File: src/rtl/apb_slave_pkg.sv
// Shared types and constants for the APB3 slave responder.
//   apb_state_e   : responder FSM states
//   DEF_*         : default parameter values
//   WAIT_CNT_W    : width of the wait-state counter (WAIT_CYCLES 0..15)
//   addr_in_range : true when a word address falls inside the implemented memory
package apb_slave_pkg;

    typedef enum logic [1:0] {
        IDLE   = 2'd0,
        SETUP  = 2'd1,
        ACCESS = 2'd2
    } apb_state_e;

    localparam int unsigned DEF_ADDR_WIDTH  = 8;
    localparam int unsigned DEF_DATA_WIDTH  = 8;
    localparam int unsigned DEF_MEM_DEPTH   = 64;
    localparam int unsigned DEF_WAIT_CYCLES = 1;
    localparam int unsigned WAIT_CNT_W      = 4;

    function automatic logic addr_in_range(input logic [31:0] addr, input int unsigned depth);
        return addr < depth;
    endfunction

endpackage

File: src/rtl/apb_slave_mem.sv
// Word-addressed register memory behind the APB slave.
//   clk_i   : clock
//   rst_i   : synchronous active-high clear of every word
//   we_i    : write enable (out-of-range addresses are ignored)
//   waddr_i : write word address
//   wdata_i : write data
//   raddr_i : combinational read address (out-of-range reads return 0)
//   rdata_o : combinational read data
module apb_slave_mem
    import apb_slave_pkg::*;
#(
    parameter int unsigned ADDR_WIDTH = DEF_ADDR_WIDTH,
    parameter int unsigned DATA_WIDTH = DEF_DATA_WIDTH,
    parameter int unsigned MEM_DEPTH  = DEF_MEM_DEPTH
) (
    input  logic                  clk_i,
    input  logic                  rst_i,
    input  logic                  we_i,
    input  logic [ADDR_WIDTH-1:0] waddr_i,
    input  logic [DATA_WIDTH-1:0] wdata_i,
    input  logic [ADDR_WIDTH-1:0] raddr_i,
    output logic [DATA_WIDTH-1:0] rdata_o
);

    localparam int unsigned IDX_W = (MEM_DEPTH > 1) ? $clog2(MEM_DEPTH) : 1;

    logic [DATA_WIDTH-1:0] mem_q [MEM_DEPTH];
    logic [IDX_W-1:0]      widx;
    logic [IDX_W-1:0]      ridx;
    logic                  waddr_ok;
    logic                  raddr_ok;

    assign widx     = IDX_W'(waddr_i);
    assign ridx     = IDX_W'(raddr_i);
    assign waddr_ok = addr_in_range(32'(waddr_i), MEM_DEPTH);
    assign raddr_ok = addr_in_range(32'(raddr_i), MEM_DEPTH);

    // Storage with synchronous clear; range guard keeps truncated indices from aliasing.
    always_ff @(posedge clk_i) begin
        if (rst_i) begin
            for (int unsigned i = 0; i < MEM_DEPTH; i++) begin
                mem_q[i] <= '0;
            end
        end else if (we_i && waddr_ok) begin
            mem_q[widx] <= wdata_i;
        end
    end

    assign rdata_o = raddr_ok ? mem_q[ridx] : '0;

endmodule

File: src/rtl/apb_slave_responder.sv
// APB3 completer: tracks SETUP/ACCESS, inserts WAIT_CYCLES wait states and
// returns a registered PREADY/PRDATA/PSLVERR response from a word memory.
//   PCLK    : bus clock
//   PRESET  : synchronous active-high reset
//   PSEL    : slave select
//   PENABLE : access-phase indicator
//   PWRITE  : 1 = write, 0 = read
//   PADDR   : word address (>= MEM_DEPTH gives an error response)
//   PWDATA  : write data
//   PREADY  : high for exactly the completing cycle
//   PRDATA  : read data, held until the next read completes
//   PSLVERR : error flag, only ever high together with PREADY
module apb_slave_responder
    import apb_slave_pkg::*;
#(
    parameter int unsigned ADDR_WIDTH  = DEF_ADDR_WIDTH,
    parameter int unsigned DATA_WIDTH  = DEF_DATA_WIDTH,
    parameter int unsigned MEM_DEPTH   = DEF_MEM_DEPTH,
    parameter int unsigned WAIT_CYCLES = DEF_WAIT_CYCLES
) (
    input  logic                  PCLK,
    input  logic                  PRESET,
    input  logic                  PSEL,
    input  logic                  PENABLE,
    input  logic                  PWRITE,
    input  logic [ADDR_WIDTH-1:0] PADDR,
    input  logic [DATA_WIDTH-1:0] PWDATA,
    output logic                  PREADY,
    output logic [DATA_WIDTH-1:0] PRDATA,
    output logic                  PSLVERR
);

    apb_state_e            state_q, state_d;
    logic [ADDR_WIDTH-1:0] addr_q, addr_d;
    logic                  write_q, write_d;
    logic [DATA_WIDTH-1:0] wdata_q, wdata_d;
    logic                  err_q, err_d;
    logic [WAIT_CNT_W-1:0] cnt_q, cnt_d;
    logic                  pready_q, pready_d;
    logic                  pslverr_q, pslverr_d;
    logic [DATA_WIDTH-1:0] prdata_q, prdata_d;

    logic                  setup_err;
    logic                  resp_fire;
    logic                  resp_write;
    logic                  resp_err;
    logic [ADDR_WIDTH-1:0] resp_addr;
    logic                  mem_we;
    logic [DATA_WIDTH-1:0] mem_rdata;

    assign setup_err = !addr_in_range(32'(PADDR), MEM_DEPTH);

    // With zero wait states the response is built on the capture edge itself,
    // so it must come from the live bus rather than the not-yet-loaded registers.
    assign resp_addr  = (state_q == IDLE) ? PADDR     : addr_q;
    assign resp_write = (state_q == IDLE) ? PWRITE    : write_q;
    assign resp_err   = (state_q == IDLE) ? setup_err : err_q;

    apb_slave_mem #(
        .ADDR_WIDTH (ADDR_WIDTH),
        .DATA_WIDTH (DATA_WIDTH),
        .MEM_DEPTH  (MEM_DEPTH)
    ) u_mem (
        .clk_i   (PCLK),
        .rst_i   (PRESET),
        .we_i    (mem_we),
        .waddr_i (addr_q),
        .wdata_i (wdata_q),
        .raddr_i (resp_addr),
        .rdata_o (mem_rdata)
    );

    // State and response registers.
    always_ff @(posedge PCLK) begin
        if (PRESET) begin
            state_q   <= IDLE;
            addr_q    <= '0;
            write_q   <= 1'b0;
            wdata_q   <= '0;
            err_q     <= 1'b0;
            cnt_q     <= '0;
            pready_q  <= 1'b0;
            pslverr_q <= 1'b0;
            prdata_q  <= '0;
        end else begin
            state_q   <= state_d;
            addr_q    <= addr_d;
            write_q   <= write_d;
            wdata_q   <= wdata_d;
            err_q     <= err_d;
            cnt_q     <= cnt_d;
            pready_q  <= pready_d;
            pslverr_q <= pslverr_d;
            prdata_q  <= prdata_d;
        end
    end

    // Next-state and response logic. The state register trails the bus by one
    // cycle: SETUP is held during the master's first ACCESS cycle, which keeps
    // completion at 2+WAIT_CYCLES bus cycles.
    always_comb begin
        state_d   = state_q;
        addr_d    = addr_q;
        write_d   = write_q;
        wdata_d   = wdata_q;
        err_d     = err_q;
        cnt_d     = cnt_q;
        pready_d  = 1'b0;
        pslverr_d = 1'b0;
        prdata_d  = prdata_q;
        mem_we    = 1'b0;
        resp_fire = 1'b0;

        unique case (state_q)
            IDLE: begin
                if (PSEL && !PENABLE) begin
                    state_d   = SETUP;
                    addr_d    = PADDR;
                    write_d   = PWRITE;
                    wdata_d   = PWDATA;
                    err_d     = setup_err;
                    cnt_d     = WAIT_CNT_W'(WAIT_CYCLES);
                    resp_fire = (WAIT_CYCLES == 0);
                end
            end
            SETUP, ACCESS: begin
                if (!PSEL) begin
                    // Abort: drop the transfer without a response or write.
                    state_d = IDLE;
                end else if (pready_q) begin
                    // Completion edge: commit only a fully handshaken in-range write.
                    mem_we  = PENABLE && write_q && !err_q;
                    state_d = IDLE;
                end else begin
                    state_d = ACCESS;
                    if (cnt_q <= WAIT_CNT_W'(1)) begin
                        cnt_d     = '0;
                        resp_fire = 1'b1;
                    end else begin
                        cnt_d = cnt_q - WAIT_CNT_W'(1);
                    end
                end
            end
            default: begin
                state_d = IDLE;
            end
        endcase

        if (resp_fire) begin
            pready_d  = 1'b1;
            pslverr_d = resp_err;
            if (!resp_write) begin
                prdata_d = resp_err ? '0 : mem_rdata;
            end
        end
    end

    assign PREADY  = pready_q;
    assign PRDATA  = prdata_q;
    assign PSLVERR = pslverr_q;

endmodule

File: config.mk
export PLATFORM = sky130hd
export DESIGN_NAME = apb_slave_responder
export DESIGN_NICKNAME = d
export VERILOG_FILES = /design/src/rtl/apb_slave_pkg.sv /design/src/rtl/apb_slave_mem.sv /design/src/rtl/apb_slave_responder.sv
export SDC_FILE = /design/constraint.sdc
export NUM_CORES = 1
export LEC_CHECK = 0
export CORE_MARGIN = 4
export CORE_UTILIZATION = 40
export CTS_BUF_LIST = sky130_fd_sc_hd__clkbuf_16
export DETAILED_ROUTE_END_ITERATION = 6
export GPL_ROUTABILITY_DRIVEN = 0
export PLACE_DENSITY_LB_ADDON = 0.12
export SLEW_MARGIN = 40
export SYNTH_ARGS = -nofsm -noshare
export SYNTH_HDL_FRONTEND = slang
export SYNTH_SLANG_ARGS = --single-unit
File: constraint.sdc
create_clock -name PCLK -period 5.15 [get_ports PCLK]
set_clock_uncertainty 0.2 [all_clocks]
set_input_delay 0.515 -clock PCLK [delete_from_list [all_inputs] [get_ports PCLK]]
set_output_delay 0.515 -clock PCLK [all_outputs]
set_load 0.05 [all_outputs]
* Yosys cells after proc, flatten, opt, wreduce, memory -nomap -nowiden
Memories as Yosys holds them, arrays and structs flattened. Cells that the tools add are included.
Word-level totals: word-level logic and storage cells 67, memories kept 1, bits in writable memories 512, output and inout port bits 10, bits of input ports 21, register bits 34
Memory list:
- u_mem.mem_q | depth 64, bits a word 8, rd ports 1, clocked after Yosys merged registers in 0, wr ports 64, RTL line apb_slave_mem.sv:27 | logic [DATA_WIDTH-1:0] mem_q [MEM_DEPTH];
Operators by class: muxes and demuxes 30, eq/ne operators 5, bitwise operators 2, reductions and logical operators 15, magnitude comparators 4, $add $sub $neg 1
Operator list (count):
- 2-to-1 mux 8 bit | 4
- < comparator 8 x 7 -> 1 bit (second input constant) | 3
- 2-to-1 mux 1 bit | 16
- 2-to-1 mux 4 bit | 4
- one-hot mux 4 bit (2 select lines) | 1
- OR reduction 8 bit | 1
- 2-to-1 mux 2 bit | 3
- 2-to-1 mux 6 bit | 1
- <= comparator 4 x 1 -> 1 bit (second input constant) | 1
- logical AND 1 bit | 4
- != test 2 bit (second input constant) | 2
- one-hot mux 2 bit (2 select lines) | 1
- AND reduction 2 bit | 2
- AND reduction 4 bit | 1
- OR reduction 2 bit | 2
- subtractor 4 x 1 -> 4 bit (second input constant) | 1
- logical NOT 1 bit | 3
- == test 2 x 1 -> 1 bit (second input constant) | 1
- == test 2 bit (second input constant) | 1
- logical NOT 2 bit | 1
- != test 2 x 1 -> 1 bit (second input constant) | 1
- NOT 1 bit | 2
- nonzero test 2 bit | 1

* Logic depth before layout (Yosys ltp)
Gate-level depths: netlist of the first run.
word-level depth 11, mapped depth 12, mapped depth without buffers 8

* Modules after synthesis
Synthesis of the first run repeated with hierarchy kept, for this count alone.
Second synthesis, totals: cells, all modules 1743, area, all modules 25311.8 µm²
Modules (own cells, without submodules):
- apb_slave_mem | cells each 1565, area an instance 23800.3 µm², seq. area each 15374.7 µm², instances 1
- apb_slave_responder | cells each 178, area an instance 1511.4 µm², seq. area each 680.7 µm², instances 1

* Least setup slack after synthesis of the first run
Ideal clock, no wire load.
path type register to register, start reg state_q[0], end mem u_mem.mem_q[42][0] (netlist bit) (enable), cell stages (with the launch flop) 11, period minus slack after synthesis 2855 ps, data arrival time 2346 ps, path slack 2295 ps, library setup time 309 ps, path buffers 2, required time 4641 ps, cell sequence dfxtp_1 inv_1 ha_1 clkbuf_1 nand2_1 nor4_4 inv_2 or2_2 buf_2 nor2_1 or2_2
RTL lines:
- start: declaration | RTL line apb_slave_responder.sv:33 | apb_state_e state_q, state_d;
- start signal: assignment | RTL line apb_slave_responder.sv:86 | state_q <= state_d;
- end: declaration | RTL line apb_slave_mem.sv:27

==> impl_metrics.ini, run 1 <==
[run_status]
status = completed

[synth]
netlist_area_um2 = 25400
synth-edff-count = 512
synthArstFlopShare_pct = 0
synth_nets = 2393
synth_cell_types = 46
yosysSeqAreaShare_pct = 63.2
synth_top_area_share_pct = 60.5
ys_seq_elements = 546
synth_ff_type = edfxtp_1
ys_top_cells_by_area = edfxtp_1, and2_1, nand2_1
synth_warnings = 0
synth_top_area_cell = edfxtp_1
synthCells = 2369
syn_avg_cell_area_um2 = 10.7

[setup_path]
r2r_cells = 7
cp.required_ns = 5.26
cp_max_fo = 9
cp-startpoint = state_q[0]
reg2reg_from = state_q[0]
critPathKind = reg -> reg
cp-end-kind = flip-flop
start_kind = flip-flop
critPathArrivalTime_ns = 3.96

[drt]
drt_pass1_iterations = 5
wirelength_um = 75700
ant_nets = 0
vias = 17400
drtIter0Drc = 1797
wl_per_cell_um = 23.5
drc = 0
routed_via_density = 5.41

[timing]
grt_setup_unrepaired = false
fmax_ghz = 0.260
drv_slew = 0
fin_crit_sh_pct = 74.7
worstMarginPinSlew_ns = 0.896
period_needed_ns = 3.85
setup_violations = 0
fin_tns_setup_ns = 0
hold_viol_final = 0
slew_headroom_pct = 40.1

[hold_path]
worstHoldPathCells = 3
hp-start = PWDATA[3]
min_path_type = in -> reg

[clock_network]
clk-insertion-delay-late_ns = 0.62
cts_tree = built
clockBufferDepth = 3
cts_root_buf = clkbuf_16
post_cts_buffers = 0
clock-sinks = 546
ctsResizeCount = 0
cts_max_level = 2
cts_hold_buf = 0
cts_made_buffers = 59
cts.clk_slew.worst_paths_ns = 0.06

[floorplan]
fp.dieW_um = 260
die_area_um2 = 67600
core_region_area_um2 = 63000
rows = 92
start_util_pct = 40.4
io_pins = 31
die_h_um = 260

[global_routing]
grt_overflow = 0
grt_pass1_wl_um = 112000
antenna_found_initial = 2
grtUsageTotal_pct = 22.3
grt_pass1_vias = 17000
grt_max_degree = 153

[final_layout]
area_growth_pct = 11.5
nets = 2348
drive_above_1_share_pct = 8.59
final_cell_mix = nand2_1, and2_1, edfxtp_1
n_fill_cell = 5886
mostFrequentLayoutCell = nand2_1

[power_and_ir_drop]
p_total_mw = 9.87
power_density_nw_per_um2 = 348
peakVddDrop_uv = 253
p_leak_nw = 10.2

[flow_run]
drv_cap = 0

[placement]
dp_hpwl_um = 47800
numPortBuffers = 30
-- final timing paths --
path	to	slack (ns)
worst max-delay path	u_mem.mem_q[24][1]	1.30
worst min-delay path	wdata_q[3]	0.24
worst max register to register	u_mem.mem_q[24][1]	1.30
worst min register to register	PRDATA[6]	0.27
-- power by group --
group          switching (mW)  leakage (nW)  internal (mW)
Clock                    1.72         0.977           2.26
Sequential             0.0859          5.57           4.98
Combinational           0.621          3.66          0.202
Total                    2.43          10.2           7.44
-- synthesized netlist by cell type, types with 7 or more instances --
cell and instances:
a211o_1 8, a21oi_1 23, a31oi_1 68, a41oi_1 16, and2_1 513, buf_1 11, buf_2 8, clkbuf_1 149
dfxtp_1 34, edfxtp_1 512, nand2_1 557, nand3_1 199, nand4_1 65, nor2_1 62, nor2_4 7, nor2b_1 8
nor3_1 7, or2_2 66
-- registers in the layout (all words and copies together), names as in the netlist --
name         flops
u_mem.mem_q    512
PRDATA           8
addr_q           8
wdata_q          8
cnt_q            4
state_q          2
PREADY           1
PSLVERR          1
err_q            1
write_q          1
-- logic make-up (layout without fill, tap and decap cells) --
family	Yosys count	after routing	share of synthesized area (%)
compound gates	125	125	3.25
fa+ha+maj	3	3	0.148
buf+inv	177	182	2.68
flops	546	546	63.2
mux	7	7	0.300
other cells	0	1	0
simple gates	1511	1511	30.4
-- routing by layer --
layer	vias to the layer above	GRT usage (%)	part of all wire, %
met5	-	0	0.074
met4	4	5.61	2.5
met3	116	3.84	6.2
met2	533	35.9	46
met1	8693	31.5	45
li1	8068	-	-
-- layout make-up --
class	instances	area, µm²	share of cell area, %
Sequential cell	546	16100	56.7
Multi-Input combinational cell	1646	8730	30.8
Clock buffer	61	1530	5.39
Tap cell	846	1060	3.74
Timing Repair Buffer	64	643	2.27
Clock inverter	50	273	0.963
Inverter	7	26.3	0.0928
Antenna cell	1	2.50	0.00883
-- critical path, stage by stage (launching register included) --
cell and delay [ns]:
dfxtp_1 0.33, inv_1 0.05, ha_1 0.43, nand2_1 0.17, nor4_4 0.58, nand3b_1 0.81, nor2_1 0.64, or2_2 0.33
-- per-stage QoR --
step           utilization (%)  cell area, µm²  instances  hold slack [ns]  setup slack, ns
5_1_grt                   45.0           28300       3220            0.228             1.16
6_report                  45.0           28300       3221            0.240             1.30
4_1_cts                   45.0           28300       3220            0.208             1.38
3_3_place_gp              42.0           26500       3107            0.247             1.27
2_1_floorplan                -           25400       2369            0.249             2.29
3_5_place_dp              42.1           26500       3109            0.257             1.20
Note: power is estimated with default switching activity, not from simulation.
==> inputs of run 2 (changes only) <==
Clock period 5.15 ns to 3.2 ns, I/O delays scaled along.
==> impl_metrics.ini, run 2 (same netlist as run 1, synthesis figures left out) <==
[run_status]
status = completed

[final_layout]
nets = 2451
largest_register = u_mem.mem_q
drive_above_1_share_pct = 12.8
mostFrequentLayoutCell = nand2_1
final_cell_mix = nand2_1, and2_1, edfxtp_1
utilization_pct = 46.5
largest_reg_flops = 512
finalNonFillerCells = 3324
area_growth_pct = 15.2

[timing]
slew_headroom_pct = 46.4
grt_setup_unrepaired = false
fin_crit_sh_pct = 96.7
setup_violations = 0
fin_ws_ns = 0.106
worstMarginPinSlew_ns = 0.800
fmax_ghz = 0.323
fin_tns_setup_ns = 0
period_needed_ns = 3.09
hold_viol_final = 0
drv_slew = 0
holdWs_ns = 0.0462

[clock_network]
cts_tree = built
cts_max_level = 2
clock-sinks = 546
cts_made_buffers = 58
clockBufferDepth = 3
clk-insertion-delay-late_ns = 0.62
cts_root_buf = clkbuf_16
cts_hold_buf = 0
cts.clk_slew.worst_paths_ns = 0.07

[setup_path]
start_kind = flip-flop
critPathArrivalTime_ns = 3.46
cp.required_ns = 3.57
cp-end-kind = flip-flop
r2r_slack_ns = 0.11
cp_max_fo = 49
critPathKind = reg -> reg

[placement]
dp_hpwl_um = 50500
pre_cts_slack_ns = 0.0405
dp_cells = 3213
numPortBuffers = 30

[drt]
wl_per_cell_um = 23.3
drtIter0Drc = 1705
drt_pass1_iterations = 5
vias = 17700
wirelength_um = 77600
routed_via_density = 5.33
drc = 0
ant_nets = 0

[floorplan]
core_region_area_um2 = 63000
fp.dieW_um = 260
die_h_um = 260
die_area_um2 = 67600
io_pins = 31
start_util_pct = 40.4
rows = 92

[flow_run]
drv_cap = 0

[hold_path]
min_path_type = in -> reg

[global_routing]
grt_overflow = 0
grt_pass1_wl_um = 116000
grt_pass1_vias = 17800
antenna_found_initial = 4
grtUsageTotal_pct = 23.0
grt_max_degree = 66

[power_and_ir_drop]
peakVddDrop_uv = 389
p_leak_nw = 10.8
power_density_nw_per_um2 = 550
==> run 2: cell count changes in the layout (fill, tap and decap cells not counted), sizes merged <==
| cell | before | now |
|---|---|---|
| diode | 1 | 2 |
| bufinv | 3 | 4 |
| inv | 33 | 25 |
| clkinv | 21 | 24 |
| buf | 35 | 139 |
| clkinvlp | 0 | 2 |
==> run 2: worst paths after layout <==
kind / startpoint / end / cells after the start
min reg2reg: addr_q[6] / addr_q[6] / 2
max: state_q[0] / PRDATA[3] / 11
max reg2reg: state_q[0] / PRDATA[3] / 11
min: PWDATA[7] / wdata_q[7] / 3
==> run 2: final cells by class <==
| type | count | area (µm²) |
|---|---|---|
| diodes | 2 | 5.00 |
| clock buffers | 61 | 1530 |
| clock inverters | 48 | 309 |
| fillers | 5891 | 33700 |
| inverters | 7 | 26.3 |
| multi-input cells | 1646 | 8710 |
| flip-flops and latches | 546 | 16100 |
| well taps | 846 | 1060 |
| repair buffers | 168 | 1570 |
==> run 2: metal layers <==
layer / wire, µm / track usage, % / vias up / share of wire (%)
met1: 35200 / 33.0 / 8834 / 45
met3: 4440 / 3.07 / 106 / 5.7
met4: 1620 / 5.26 / 0 / 2.1
met5: 0 / 0 / - / 0
li1: - / - / 8266 / -
met2: 36300 / 37.4 / 500 / 47
==> run 2: power by group <==
part | switching, mW | internal [mW]
clock network | 2.81 | 3.73
logic | 1.03 | 0.403
registers | 0.122 | 8.01
total | 3.95 | 12.2
==> run 2: through the flow <==
stage / cell area, µm² / total power [mW]
finish: 29300 / 16.1
global route: 29300 / 16.7
CTS: 29300 / 16.2
detailed placement: 27400 / 9.72
global placement: 27400 / 9.70
floorplan: 25400 / 9.03
==> run 2: worst max-delay path, stage by stage, from the launching register on <==
cell     delay, ns
dfxtp_1       0.31
inv_1         0.05
ha_1          0.19
buf_12        0.20
mux2i_4       0.33
buf_12        0.27
buf_12        0.27
nand2_1       0.08
nand3_1       0.14
nand4_1       0.24
a41oi_1       0.53
a211o_1       0.16
==> run 2: timing repair <==
| item | 4_1_cts | 5_1_grt |
|---|---|---|
| endpoints found under the setup margin | 0 | 1 |
| resized for setup | 0 | 1 |
| setup buffers | 0 | 0 |
==> inputs of run 3 (changes only) <==
Settings changed: ABC_CLOCK_PERIOD_IN_PS set to 3200, CORE_UTILIZATION 40 to 50.
==> impl_metrics.ini, run 3 (same netlist as run 1, synthesis figures left out) <==
[final_layout]
largest_reg_flops = 512
final_cell_mix = nand2_1, and2_1, edfxtp_1
mostFrequentLayoutCell = nand2_1
drive_above_1_share_pct = 12.1
diodes = 0
utilization_pct = 57.6
area_growth_pct = 13.7
nets = 2434
largest_register = u_mem.mem_q
fin_area_um2 = 28900
finalNonFillerCells = 3128

[setup_path]
slowest_stage = a41oi_1
start_kind = flip-flop
cp_max_fo = 62
cp-end-kind = flip-flop
path_delay_family = compound AO/OA/AOI/OAI gates
critPathKind = reg -> reg
cp.required_ns = 3.56
critical_path_buf_inv_count = 3
cp_slowest_stage_delay_ns = 0.48
cp_cell_sequence = inv_1, ha_2, mux2i_4, buf_12, buf_4, nand2_1, a31oi_1, nand4_1, a41oi_1, a211o_1
critPathArrivalTime_ns = 3.37

[timing]
fmax_ghz = 0.332
fin_tns_setup_ns = 0
fin_crit_sh_pct = 94.2
grt_setup_unrepaired = false
slew_headroom_pct = 48.0
drv_slew = 0
fin_ws_ns = 0.187
hold_viol_final = 0
period_needed_ns = 3.01
holdWs_ns = 0.0600
worstMarginPinSlew_ns = 0.781
setup_violations = 0

[clock_network]
cts_tree = built
cts_max_level = 2
cts.clk_slew.worst_paths_ns = 0.06
clock-sinks = 546
clockBufferDepth = 3
clk-insertion-delay-late_ns = 0.61
cts_made_buffers = 56
cts_root_buf = clkbuf_16

[power_and_ir_drop]
pwr-share-comb_pct = 8.6
p_leak_nw = 10.7
p_total_mw = 16.0
power_density_nw_per_um2 = 555
peakVddDrop_uv = 468
internal_power_mw = 12.2
seqPwrFrac_pct = 50.6
power.switching_mw = 3.87
p_clk_share_pct = 40.8
swShare_pct = 24.1

[placement]
pre_cts_slack_ns = 0.0634
place_area_um2 = 27100
dp_cells = 3024
dp_hpwl_um = 45900
numPortBuffers = 30

[floorplan]
io_pins = 31
start_util_pct = 50.6
rows = 82
core_region_area_um2 = 50200
fp.dieW_um = 233
die_h_um = 233
die_area_um2 = 54500

[global_routing]
grt_pass1_wl_um = 107000
antenna_found_initial = 0
grt_overflow = 0
grt_pass1_vias = 17200
grt_max_degree = 66
grtUsageTotal_pct = 26.4

[drt]
ant_nets = 0
drc = 0
drtIter0Drc = 2091
routed_via_density = 5.70
vias = 17800
wl_per_cell_um = 22.9
wirelength_um = 71800
drt_pass1_iterations = 5

[run_status]
status = completed

[flow_run]
drv_cap = 0

[hold_path]
min_path_type = in -> reg
## run 3: changes by cell type in the layout (fill, tap and decap cells not counted), moves of 3 or more
cell       delta
clkinv_2      -7
bufinv_16     +3
buf_4        -13
buf_12        -3
clkbuf_16     -4
clkinv_4      +3
## run 3: power groups by stage
stage	Clock, mW	Combinational, mW	Sequential (mW)
after floorplan	0	0.815	8.22
after global placement	0	1.36	8.27
after detailed placement	0	1.37	8.27
after CTS	6.60	1.37	8.12
after global routing	6.88	1.49	8.14
final	6.54	1.38	8.12
## run 3: area by class of cell
| class | count | area (µm²) |
|---|---|---|
| inverter | 7 | 26.3 |
| sequential | 546 | 16100 |
| tap | 672 | 841 |
| multi-input combinational | 1646 | 8710 |
| clock inverter | 47 | 397 |
| timing repair buffer | 153 | 1430 |
| fill | 4206 | 21300 |
| clock buffer | 57 | 1430 |
## run 3: worst paths after layout
kind	from	endpoint	slack, ns	depth (start not counted)
worst max-delay path	state_q[1]	PRDATA[1]	0.19	10
worst min-delay path	PWDATA[7]	wdata_q[7]	0.06	3
worst max register to register	state_q[1]	PRDATA[1]	0.19	10
worst min register to register	addr_q[7]	addr_q[7]	0.28	2
## run 3: metal layers
metal	wire length [µm]	vias up	track usage (%)
met2	33100	718	41.7
met3	5240	132	3.70
met5	0	-	0
met4	1940	0	7.71
li1	-	8233	-
met1	31500	8755	38.4
## run 3: worst min-delay path, stage by stage
cell and delay, ns:
clkdlybuf4s50_1 0.40, nand2_1 0.06, a21oi_1 0.05
## run 3: what timing repair did
item | 4_1_cts | 5_1_grt
hold buffers | 0 | 0
setup endpoints to repair | 0 | 4
buffers inserted | 0 | 0
resized for setup | 0 | 1
